File: src/rtl/sim_run_controller.sv
// sim_run_controller
//   Run-control sequencer in front of the simulator core. Accepts
//   START/RESUME, PAUSE, STEP and ABORT over a valid/ready command port.
//   It gates the core's per-cycle advance, counts enabled cycles against a
//   programmed budget, and drains the network before reporting completion.
//
// Ports
//   clk            clock, all state changes on the rising edge
//   reset_n        asynchronous active-low reset
//   cmd_valid      command present
//   cmd_ready      command accepted when cmd_valid & cmd_ready
//   cmd_op         0 START/RESUME, 1 PAUSE, 2 STEP, 3 ABORT
//   cmd_cycles     run budget, sampled on START from IDLE
//   sim_enable     core advances one simulated cycle while high
//   sim_drain      core stops injecting while high
//   sim_quiescent  core has no traffic in flight
//   state          0 IDLE, 1 RUN, 2 PAUSED, 3 DRAIN
//   current_cycle  enabled cycles since the last START
//   done           one-cycle pulse on DRAIN -> IDLE
//   aborted        qualified by done: run ended by ABORT
//   cmd_err        one-cycle registered pulse for an illegal accepted command
module sim_run_controller #(
    parameter int MAX_CYCLE_WIDTH = 5
) (
    input  logic                       clk,
    input  logic                       reset_n,
    input  logic                       cmd_valid,
    output logic                       cmd_ready,
    input  logic [1:0]                 cmd_op,
    input  logic [MAX_CYCLE_WIDTH-1:0] cmd_cycles,
    output logic                       sim_enable,
    output logic                       sim_drain,
    input  logic                       sim_quiescent,
    output logic [1:0]                 state,
    output logic [MAX_CYCLE_WIDTH-1:0] current_cycle,
    output logic                       done,
    output logic                       aborted,
    output logic                       cmd_err
);

    localparam logic [1:0] ST_IDLE   = 2'd0;
    localparam logic [1:0] ST_RUN    = 2'd1;
    localparam logic [1:0] ST_PAUSED = 2'd2;
    localparam logic [1:0] ST_DRAIN  = 2'd3;

    localparam logic [1:0] OP_START = 2'd0;
    localparam logic [1:0] OP_PAUSE = 2'd1;
    localparam logic [1:0] OP_STEP  = 2'd2;
    localparam logic [1:0] OP_ABORT = 2'd3;

    localparam logic [MAX_CYCLE_WIDTH-1:0] CYCLE_ONE = 1;
    localparam logic [MAX_CYCLE_WIDTH-1:0] CYCLE_ZERO = '0;

    logic [MAX_CYCLE_WIDTH-1:0] budget;
    logic                       step_r;
    logic                       abort_r;

    logic                       cmd_accept;
    logic [MAX_CYCLE_WIDTH-1:0] cycle_next;
    logic                       budget_hit;

    // A STEP in flight blocks new commands so it always yields exactly one
    // enabled cycle.
    assign cmd_ready  = (state != ST_DRAIN) && !step_r;
    assign sim_enable = (state == ST_RUN) || step_r;
    assign sim_drain  = (state == ST_DRAIN);
    assign cmd_accept = cmd_valid && cmd_ready;

    // Budget never exceeds 2^W-1, so the increment cannot wrap before the
    // run is forced into DRAIN.
    assign cycle_next = current_cycle + CYCLE_ONE;
    assign budget_hit = sim_enable && (cycle_next == budget);

    always_ff @(posedge clk or negedge reset_n) begin
        if (!reset_n) begin
            state         <= ST_IDLE;
            budget        <= CYCLE_ZERO;
            current_cycle <= CYCLE_ZERO;
            step_r        <= 1'b0;
            abort_r       <= 1'b0;
            done          <= 1'b0;
            aborted       <= 1'b0;
            cmd_err       <= 1'b0;
        end else begin
            done    <= 1'b0;
            cmd_err <= 1'b0;
            step_r  <= 1'b0;

            if (sim_enable) begin
                current_cycle <= cycle_next;
            end

            case (state)
                ST_IDLE: begin
                    if (cmd_accept) begin
                        case (cmd_op)
                            OP_START: begin
                                if (cmd_cycles != CYCLE_ZERO) begin
                                    budget        <= cmd_cycles;
                                    current_cycle <= CYCLE_ZERO;
                                    abort_r       <= 1'b0;
                                    state         <= ST_RUN;
                                end else begin
                                    cmd_err <= 1'b1;
                                end
                            end
                            OP_PAUSE, OP_STEP: cmd_err <= 1'b1;
                            default: ;  // ABORT while idle is harmless
                        endcase
                    end
                end

                ST_RUN: begin
                    // Expiry wins over a same-edge command, which is dropped
                    // silently.
                    if (budget_hit) begin
                        state <= ST_DRAIN;
                    end else if (cmd_accept) begin
                        case (cmd_op)
                            OP_PAUSE: state <= ST_PAUSED;
                            OP_ABORT: begin
                                abort_r <= 1'b1;
                                state   <= ST_DRAIN;
                            end
                            default: cmd_err <= 1'b1;
                        endcase
                    end
                end

                ST_PAUSED: begin
                    if (step_r) begin
                        if (budget_hit) begin
                            state <= ST_DRAIN;
                        end
                    end else if (cmd_accept) begin
                        case (cmd_op)
                            OP_START: state  <= ST_RUN;
                            OP_STEP:  step_r <= 1'b1;
                            OP_ABORT: begin
                                abort_r <= 1'b1;
                                state   <= ST_DRAIN;
                            end
                            default: cmd_err <= 1'b1;
                        endcase
                    end
                end

                ST_DRAIN: begin
                    if (sim_quiescent) begin
                        state   <= ST_IDLE;
                        done    <= 1'b1;
                        aborted <= abort_r;
                    end
                end

                default: state <= ST_IDLE;
            endcase
        end
    end

endmodule

File: config.mk
export PLATFORM = sky130hd
export DESIGN_NAME = sim_run_controller
export DESIGN_NICKNAME = d
export VERILOG_FILES = /design/src/rtl/sim_run_controller.sv
export SDC_FILE = /design/constraint.sdc
export NUM_CORES = 1
export LEC_CHECK = 0
export CORE_ASPECT_RATIO = 0.7
export CORE_MARGIN = 4
export CORE_UTILIZATION = 50
export CTS_CLUSTER_DIAMETER = 100
export DETAILED_ROUTE_END_ITERATION = 10
export GPL_ROUTABILITY_DRIVEN = 1
export GPL_TIMING_DRIVEN = 0
export PLACE_DENSITY = 0.82
export SLEW_MARGIN = 0
export SYNTH_ARGS = -nofsm -noshare
export SYNTH_HDL_FRONTEND = slang
export SYNTH_SLANG_ARGS = --single-unit
File: constraint.sdc
create_clock -name clk -period 2.2 [get_ports clk]
set_input_delay 0.44 -clock clk [delete_from_list [all_inputs] [get_ports clk]]
set_output_delay 0.44 -clock clk [all_outputs]
set_load 0.02 [all_outputs]
==> key figures <==
STA
  • Final setup violating endpoints: 0
  • Worst Max-Slew Pin Slew: 744.7 ps
  • Achievable Freq: 471.6 MHz
  • Worst Skew: 3.424 ps
  • Slew Limit Fails: 0
  • Final period utilization: 96.38%
  • Hold Fails Final Rpt: 0
  • RSZ-0062 raised after global routing: no
  • Hold WS: 524.1 ps
  • Setup TNS: 0 ps
  • Max-Slew Margin vs Limit: 50.20%
  • Min cycle time layout: 2120 ps

Routing
  • Wire length per cell: 13.32 µm
  • Drt total wl: 2238 µm
  • Vias per cell: 5.196
  • Pre-antenna DRT Iters: 4
  • Remaining antenna violation count: 0
  • DRC viols: 0
  • Initial DRC count: 38
  • Vias: 873

Global routing
  • First-pass GRT wire length: 3594 µm
  • Global-route usage over all layers: 15.54%
  • Vias in the first global route: 781
  • Initial antenna violation count: 0
  • Largest net degree at the start of global routing: 18
  • Global route overflow: 0

Synthesis
  • Top-area cell type share of the netlist area: 38.12%
  • Most frequent cells after synthesis: 17 x dfrtp_1, 9 x ha_1, 9 x inv_1, 9 x nor2_1
  • Most common cell in the netlist: dfrtp_1
  • Top post-synthesis cells by area: dfrtp_1 38%, ha_1 10%, mux2_2 6.1%, xor2_1 3.9%, xnor2_1 3.1%
  • Syn Area/Cell: 10.24 µm²
  • YS warnings: 0
  • Post-synthesis cell type count: 38
  • EDFF count, synth: 0
  • Seq/Total Area, Yosys: 38.12%
  • Yosys top cell by area: dfrtp_1
  • Synth Flop Type: dfrtp_1
  • Post-synthesis async set-or-reset flop share: 100.0%
  • Cells after synthesis: 109
  • Mapped Nets: 129
  • Syn Std Cell Area: 1116 µm²
  • Flops & latches, synth: 17

Finish
  • Final core utilization: 66.16%
  • Final net count: 157
  • Diodes inserted: 0
  • Layout area overhead: 26.68%
  • Finished Layout Cells: 168
  • Share of cells above drive strength 1: 16.18%

Placement
  • Inst Count DP: 164
  • DP HPWL: 1768 µm
  • Routability cong.: 0.8598
  • Port-buffer cells: 23

Power
  • Psw: 0.0009072 W
  • Clock power frac: 8.1%
  • Pwr Density: 1440 nW/µm²
  • P_int: 0.001129 W
  • Sequential power share: 29.6%
  • Peak VDD IR: 576.4 µV
  • Lkg Pwr: 0.6030 nW
  • Sw Share: 44.56%
  • Final Power: 0.002036 W
  • Power share of the combinational group: 62.4%

Clocking
  • Root buf cell: clkbuf_4
  • Clock Tree Buf Depth: 2
  • Hold_buf cts: 0
  • H-tree Lvls: 1
  • CTS tree: yes
  • Total CTS buffers: 3
  • Worst-path clk slew: 90 ps
  • Clock sinks: 17
  • Clock latency at the later pin of the worst-skew pair: 290 ps

Floorplan
  • Top Ports: 24
  • Die width: 64.47 µm
  • Vert. Die Dim: 47.53 µm
  • Starting Density: 52.22%
  • Die ar.: 3064 µm²
  • Core box area: 2137 µm²
  • Row count: 14

Hold path
  • Cell count of the worst hold path: 1
  • HP Class: flip-flop to flip-flop

Critical path
  • Crit path DAT: 1680 ps
  • Worst Path Required: 1760 ps
  • CP Capture Type: output pin
  • Crit start category: flip-flop
  • Worst R2R Path Depth: 7
  • Crit path kind: flip-flop to output pin
  • Max FO, Critical Path: 7

Flow run
  • MaxCap Viol Count: 0

Run status
  • Outcome: finished, final reports clean
[layer usage]
| metal | track usage, % | part of all wire, % |
|---|---|---|
| met3 | 4.930 | 5.1 |
| met5 | 0 | 0 |
| met2 | 23.16 | 45 |
| met4 | 3.782 | 0.45 |
| met1 | 22.21 | 50 |
[area by class of cell]
class,instances,area [µm²]
buffer,1,11.26
sequential,17,425.4
timing repair buffer,23,224.0
fill,173,723.2
inverter,9,33.78
tap,32,40.04
clock buffer,4,26.28
multi-input combinational,82,653.1
[path summary, 6_finish.rpt]
check / from / end / slack, ps
hold / removal: aborted / aborted / 520
hold reg to reg: aborted / aborted / 520
min in group asynchronous: reset_n / current_cycle[4] / 580
setup reg to reg: current_cycle[0] / abort_r / 130
setup / recovery: state[0] / sim_drain / 80
max in group asynchronous: reset_n / abort_r / 1150
[power by group through the flow]
| stage | logic [W] | registers, W | clock network [W] |
|---|---|---|---|
| 2_1_floorplan | 0.000813 | 0.000674 | 0 |
| 3_3_place_gp | 0.00127 | 0.000599 | 0 |
| 3_5_place_dp | 0.00128 | 0.000605 | 0 |
| 4_1_cts | 0.00127 | 0.000601 | 0.000170 |
| 5_1_grt | 0.00138 | 0.000625 | 0.000180 |
| 6_report | 0.00127 | 0.000602 | 0.000164 |
[placed cells by master, fill, tap and decap left out, types with 3 or more instances in the layout]
cell / netlist / layout
mux2_2: 6 / 6
clkdlybuf4s50_1: 0 / 21
o21ai_0: 5 / 5
xor2_1: 5 / 5
inv_1: 9 / 9
nand3_1: 3 / 3
nor2_1: 9 / 9
nand2_1: 6 / 6
dfrtp_1: 17 / 17
clkbuf_4: 0 / 3
a21oi_1: 3 / 3
xnor2_1: 4 / 4
ha_1: 9 / 8
nor2b_1: 3 / 3
[cell families after synthesis]
family	count (synthesis)	synth area share, %
AOI/OAI and AO/OA	21	15.70
xor gates and xnor gates	9	7.062
adders and majority gates	9	10.09
buffers and inverters	10	4.036
DFF	17	38.12
muxes	7	6.950
and+or+nand+nor	36	18.05
[state kept, by name, summed over array words and instances, names as in the netlist]
| signal | flops |
|---|---|
| abort_r | 1 |
| aborted | 1 |
| state | 2 |
| budget | 5 |
| step_r | 1 |
| cmd_err | 1 |
| current_cycle | 5 |
| done | 1 |
[stage by stage]
stage / cell area, µm² / setup WS [ps]
final: 1414 / 79.55
after global routing: 1414 / 15.40
after CTS: 1410 / 14.83
after detailed placement: 1386 / -163.9
after global placement: 1386 / -143.6
after floorplan: 1116 / 122.3
[repair_timing]
action / 4_1_cts / 5_1_grt
pin swaps: 0 / 0
buffers inserted: 0 / 0
endpoints found under the setup margin: 2 / 7
resized for setup: 2 / 4
[worst max-delay path, stage by stage (launching register included)]
cell,delay (ps)
dfrtp_1,480
ha_2,280
clkdlybuf4s50_1,620
Note: power is estimated with default switching activity, not from simulation.
